--- config.mk ---
export PLATFORM = sky130hd
export DESIGN_NAME = alu_reg_sequencer
export DESIGN_NICKNAME = d
export VERILOG_FILES = /design/src/rtl/alu_reg_sequencer.sv
export SDC_FILE = /design/constraint.sdc
export NUM_CORES = 1
export LEC_CHECK = 0
export CAP_MARGIN = 20
export CORE_UTILIZATION = 57
export CTS_CLUSTER_DIAMETER = 200
export CTS_CLUSTER_SIZE = 10
export DETAILED_ROUTE_END_ITERATION = 16
export PLACE_DENSITY = 0.81
export SYNTH_ARGS = -nofsm -noshare
export SYNTH_HDL_FRONTEND = slang
export SYNTH_SLANG_ARGS = --single-unit
--- constraint.sdc ---
create_clock -name clk -period 2 [get_ports clk]
set_input_delay 0.4 -clock clk [delete_from_list [all_inputs] [get_ports clk]]
set_output_delay 0.4 -clock clk [all_outputs]
set_load 0.01 [all_outputs]
--- src/rtl/alu_reg_sequencer.sv ---
// Operand/writeback sequencer wrapped around a combinational ALU: it owns an
// 8-entry register file and a flag register, and runs one instruction at a time.
module alu_reg_sequencer #(
    parameter int width = 8
) (
    input  logic             clk,
    input  logic             rst,
    input  logic             in_valid,
    output logic             in_ready,
    input  logic             in_ld,
    input  logic [2:0]       in_op,
    input  logic [2:0]       in_rd,
    input  logic [2:0]       in_ra,
    input  logic [2:0]       in_rb,
    input  logic [width-1:0] in_imm,
    output logic [width-1:0] alu_a,
    output logic [width-1:0] alu_b,
    output logic [2:0]       alu_op,
    input  logic [width-1:0] alu_y,
    input  logic [2:0]       alu_onz,
    output logic [2:0]       flags,
    output logic             done,
    input  logic [2:0]       dbg_addr,
    output logic [width-1:0] dbg_data
);

    typedef enum logic [1:0] {IDLE, READ, EXEC, WB} state_t;

    state_t           state;
    logic             ld_q;
    logic [2:0]       op_q;
    logic [2:0]       rd_q;
    logic [2:0]       ra_q;
    logic [2:0]       rb_q;
    logic [width-1:0] imm_q;
    logic [width-1:0] res;
    logic [width-1:0] regs [8];

    // Plain combinational read: a write in WB becomes visible one cycle later.
    assign dbg_data = regs[dbg_addr];

    // in_ready and done are registered alongside the state so each mirrors
    // exactly one state (IDLE and WB respectively).
    always_ff @(posedge clk) begin
        if (rst) begin
            state    <= IDLE;
            in_ready <= 1'b1;
            done     <= 1'b0;
            ld_q     <= 1'b0;
            op_q     <= '0;
            rd_q     <= '0;
            ra_q     <= '0;
            rb_q     <= '0;
            imm_q    <= '0;
            res      <= '0;
            alu_a    <= '0;
            alu_b    <= '0;
            alu_op   <= '0;
            flags    <= '0;
            for (int i = 0; i < 8; i++) regs[i] <= '0;
        end else begin
            case (state)
                IDLE: begin
                    if (in_valid) begin
                        ld_q     <= in_ld;
                        op_q     <= in_op;
                        rd_q     <= in_rd;
                        ra_q     <= in_ra;
                        rb_q     <= in_rb;
                        imm_q    <= in_imm;
                        in_ready <= 1'b0;
                        if (in_ld) begin
                            state <= WB;
                            done  <= 1'b1;
                        end else begin
                            state <= READ;
                        end
                    end
                end
                READ: begin
                    // Operands are captured here, so a writeback to ra/rb later
                    // in this instruction cannot disturb them.
                    alu_a  <= regs[ra_q];
                    alu_b  <= regs[rb_q];
                    alu_op <= op_q;
                    state  <= EXEC;
                end
                EXEC: begin
                    res   <= alu_y;
                    flags <= alu_onz;
                    done  <= 1'b1;
                    state <= WB;
                end
                WB: begin
                    regs[rd_q] <= ld_q ? imm_q : res;
                    done       <= 1'b0;
                    in_ready   <= 1'b1;
                    state      <= IDLE;
                end
                default: begin
                    state    <= IDLE;
                    done     <= 1'b0;
                    in_ready <= 1'b1;
                end
            endcase
        end
    end

endmodule

# Word level (Yosys, flattened, before mapping)
# Memory sizes are Yosys's and may differ from the RTL's. A register that Yosys moved wholly into a read port is not among the register bits.
# Index checks and enable logic that the tools add are counted.
[word_totals]
inputBits = 38
ramBits = 64
word_cells = 42
out_inout_bits = 32
register_bits = 39
mem_count = 1
[classes]
n_reduce_logical = 7
n_eq_ne = 5
n_mux = 17
[memory_table]
columns = ["memory", "words", "word_bits", "read_ports", "rd_ports_with_merged_regs", "write_ports", "line", "text"]
rows = [
  ["regs", 8, 8, 3, 2, 8, "37", "logic [width-1:0] regs [8];"],
]
[ops]
columns = ["op", "count"]
rows = [
  ["2-to-1 mux 8 bit", 2],
  ["2-to-1 mux 1 bit", 9],
  ["one-hot mux 2 bit (4 select lines)", 1],
  ["OR reduction 8 bit", 1],
  ["equality test 2 bit, second input constant", 2],
  ["2-to-1 mux 2 bit", 2],
  ["inequality test 2 bit, second input constant", 2],
  ["AND reduction 2 bit", 2],
  ["2-to-1 mux 3 bit", 1],
  ["one-hot mux 1 bit (3 select lines)", 1],
  ["AND reduction 3 bit", 1],
  ["nonzero test 3 bit", 1],
  ["equality test 2 x 1 -> 1 bit, second input constant", 1],
  ["zero test 2 bit", 1],
  ["one-hot mux 1 bit (2 select lines)", 1],
  ["nonzero test 2 bit", 1],
]

# Logic depth before layout (Yosys ltp)
[depth]
word_depth = 6
ltp_mapped = 7
depth_no_buf = 6

# Worst setup path before layout
# Ideal clock, no wire load.
[synth_timing]
path_type = "input to output"
from = "in dbg_addr[0]"
to = "out dbg_data[0]"
path_stages = 4
path_slack_ps = 76
arrival_time_ps = 1524
path_buffers = 2
cell_sequence = "buf_4 buf_6 mux4_2 mux2_2"
[synth_via]
elab_chain_cells = 1
[synth_lines]
columns = ["item", "line", "text"]
rows = [
  ["from (decl)", "23", "input logic [2:0] dbg_addr,"],
  ["memory read (8 x 8 bit)", "--", ""],
  ["to (decl)", "24", "output logic [width-1:0] dbg_data"],
]
# No other way between the ends.

==> parameters.txt <==
Parameter                              Value

Outcome
  Result of the run    complete, but fails checks
  Failing checks    setup timing

Die
  Area of the die    roughly 0.011 sq mm
  Die width    ~110 um
  Starting Density    0.592
  Height of the die    106 um
  IO Count    70
  CORE AREA    between 0.01 and 0.015 sq mm
  Row count    37

Timing
  Final setup skew    0.00887 ns
  Hold violation count in the final report    0
  Setup repair after global routing missed its margin    true
  Worst slew margin    0.515
  Actual slew at the worst max-slew pin    0.726 ns
  Number of setup violations in the final report    8
  Max frequency    about 0.44 GHz
  Max Transition Viols Final    0
  Tmin final    2.29 ns
  Post-layout worst setup margin    -0.292 ns
  Final-layout worst hold slack    ~0.43 ns
  Period Utilization, post-route    1.15

Clocking
  Hold-fix buffer count after cts    0
  Clock sink total    approximately 120
  Total number of H-tree levels    4
  Clock-pin slew on the worst setup and hold paths    0.06 ns
  Number of buffers on the longest clock path    2
  Clock network latency to the later pin of the worst-skew pair    around 0.52 ns
  Cell chosen for the clock root    sky130_fd_sc_hd__clkbuf_8
  Clock buffer count from CTS    17
  TritonCTS clock tree    done

Routing
  Routed wl met2    around 8 mm
  Number of vias per cell after detailed routing    about 6
  Topmost layer with routed signal wires    met4
  Post-DR wirelength/cell    between 20 and 25 um
  First-pass iteration count of the detailed router    6
  Number of nets with antenna violations after routing    0
  Routed met1 length    between 6 and 7 mm
  Met3 routed wirelength    ~1.3 mm
  Vias after detailed routing    4875
  DRC violations left    0
  Post-Route WL    roughly 16 mm
  First-iteration detailed-routing DRC count    between 400 and 500

Cells and area
  Storage element area    between 0.003 and 0.004 sq mm
  P&R area growth vs syn    27.5%
  Fin nets    around 700
  Area taken by multi-input logic gates    about 0.0027 sq mm
  Filler instances    roughly 660
  Most frequent cells in the layout    98 x sky130_fd_sc_hd__nor2_1, 65 x sky130_fd_sc_hd__buf_4, 64 x sky130_fd_sc_hd__edfxtp_1
  Inserted Diodes    0
  Ratio of cells with drive above 1 in the final layout    0.272
  Core utilization of the finished layout    0.755
  Leading cell type in the layout, fill and taps excluded    sky130_fd_sc_hd__nor2_1

Global route
  Global-route wire length before repair    around 26 mm
  Number of global-route vias before repair    roughly 4.9k
  Number of antenna violations at the first check in global routing    0
  Largest net degree at the start of global routing    41
  Aggregate global-route resource usage    0.311
  Overall overflow remaining after global route    0

Synthesis
  Total of warnings raised by yosys    0
  Syn_area_per_cell    ~12 sq um
  Cell type contributing the most total cell area after synthesis    sky130_fd_sc_hd__edfxtp_1
  Seq cells post-synth    between 100 and 150
  Synth Cell Area    a little over 0.006 sq mm
  Post-synth top area share    0.313
  Number of distinct library cells after synthesis    about 40
  Share of synthesized flip-flops with an asynchronous set or reset    0
  Post-Synthesis Cells    525
  Number of enable flip-flop cells after synthesis    64
  Prevailing post-synth register cell    sky130_fd_sc_hd__edfxtp_1
  Post-Synthesis Net Count    around 570
  Leading cell types by total area after synthesis    sky130_fd_sc_hd__edfxtp_1 31%, sky130_fd_sc_hd__dfxtp_1 18%, sky130_fd_sc_hd__mux2i_1 8.8%
  Seq/Total Area, Yosys    0.492

Power
  Power dissipated by switching net loads    roughly 2.4 mW
  Cell Int Power    roughly 5.8 mW
  Static leakage    between 2 and 3 nW
  Sequential group share of total power    0.374
  Sw frac    0.295
  Maximum VDD drop    about 0.00064 V
  Cell area power density    approximately 1000 mW/mm^2
  Logic pwr share    0.274
  Clock share of power    0.353

Setup path
  Logic depth of the worst register-to-register path    4
  CP Data Arrival Time    about 1.9 ns
  Required time of the worst setup path    between 1.5 and 2 ns
  Reg-to-reg startpoint    state[1]
  Reg-to-reg slack, setup    0.14 ns
  Beginning of the critical path    regs[1][5]
  Terminus of the critical flop-to-flop path    regs[3][6]
  Capturing instance or port of the critical path    dbg_data[5]
  Kind of end point of the critical path    output port
  Crit path kind    register to output port
  Biggest fanout along the worst timing path    3
  Category of the worst setup path launch point    register

Worst hold path
  Tightest Hold Check Type    primary input to register

Placed design
  Total half-perimeter wirelength after legalization and detailed placement    approximately 11 mm
  Placer congestion estimate    0.999
  Number of buffer cells added on primary ports    69

Job
  Max-Cap Viols    0
worst max-delay path: stages (launching register included):
cell	delay, ns
sky130_fd_sc_hd__edfxtp_1	0.48
sky130_fd_sc_hd__mux4_2	0.48
sky130_fd_sc_hd__mux2_4	0.29
sky130_fd_sc_hd__buf_6	0.12
area by class of cell:
cell class / instances / area share
sequential: 119 / 0.386
multi-input combinational: 365 / 0.351
timing repair buffer: 140 / 0.167
clock buffer: 26 / 0.0694
tap: 136 / 0.0217
clock inverter: 5 / 0.00352
inverter: 4 / 0.00192
per-layer routing:
metal  global-route usage  vias up
met5                    0        -
met4                0.238        0
met2                0.512      307
li1                     -     2165
met3               0.0606       67
met1                0.357     2336
power groups by stage:
stage	sequential, mW	clock (mW)	combinational, mW
after floorplan	3.11	0	1.48
after global placement	3.10	0	2.14
after detailed placement	3.11	0	2.20
after CTS	3.07	2.90	2.24
after global routing	3.10	3.01	2.41
final	3.07	2.90	2.25
sequential cells by signal, summed over array words and instances (netlist names):
signal and flops:
rd_q 3, alu_op 3, rb_q 3, alu_b 8, ld_q 1, regs 64, in_ready 1, state 2
flags 3, op_q 3, res 8, imm_q 8, ra_q 3, done 1, alu_a 8
cells in the mapped netlist (9+ instances only):
cell	count
sky130_fd_sc_hd__a221o_1	12
sky130_fd_sc_hd__a211oi_2	13
sky130_fd_sc_hd__edfxtp_1	64
sky130_fd_sc_hd__mux2_2	40
sky130_fd_sc_hd__a21oi_1	23
sky130_fd_sc_hd__dfxtp_1	55
sky130_fd_sc_hd__nand2b_1	9
sky130_fd_sc_hd__o22ai_1	12
sky130_fd_sc_hd__mux2i_1	54
sky130_fd_sc_hd__nand2_1	49
sky130_fd_sc_hd__clkbuf_1	13
sky130_fd_sc_hd__nor2_1	98
sky130_fd_sc_hd__mux4_2	16
cells by family after synthesis:
family / after synthesis / synth area share
flops: 119 / 0.492
simple gates: 173 / 0.117
buf+inv: 41 / 0.0620
fa+ha+maj: 5 / 0.0102
compound gates: 77 / 0.0985
mux: 110 / 0.220
how the worst min path moves through the flow:
| stage | startpoint | slack [ns] | depth (start not counted) | end |
|---|---|---|---|---|
| 6_report | in_op[2] | 0.43 | 3 | op_q[2] |
| 5_1_grt | in_imm[0] | 0.42 | 3 | imm_q[0] |
| 4_1_cts | in_op[2] | 0.41 | 3 | op_q[2] |
| 3_5_place_dp | imm_q[2] | 0.45 | 2 | imm_q[2] |
| 3_3_place_gp | op_q[2] | 0.44 | 2 | op_q[2] |
| 2_1_floorplan | imm_q[7] | 0.43 | 2 | imm_q[7] |
stage by stage:
stage	total power, mW	setup slack, ns	TNS, ns	area [sq um]	std cells
global route	8.52	-0.314	-2.38	7830	795
finish	8.21	-0.292	-2.12	7830	795
detailed placement	5.31	-0.805	-6.27	7160	755
global placement	5.23	-0.804	-6.17	7160	755
CTS	8.20	-0.295	-2.18	7790	792
floorplan	4.59	0.0760	0	6140	525
timing repair:
action / CTS / global route
buffers inserted: 5 / 3
gates resized for setup: 41 / 3
gates cloned: 1 / 0
setup endpoints to repair: 8 / 10
No activity file was read; power rests on OpenSTA's default activity.
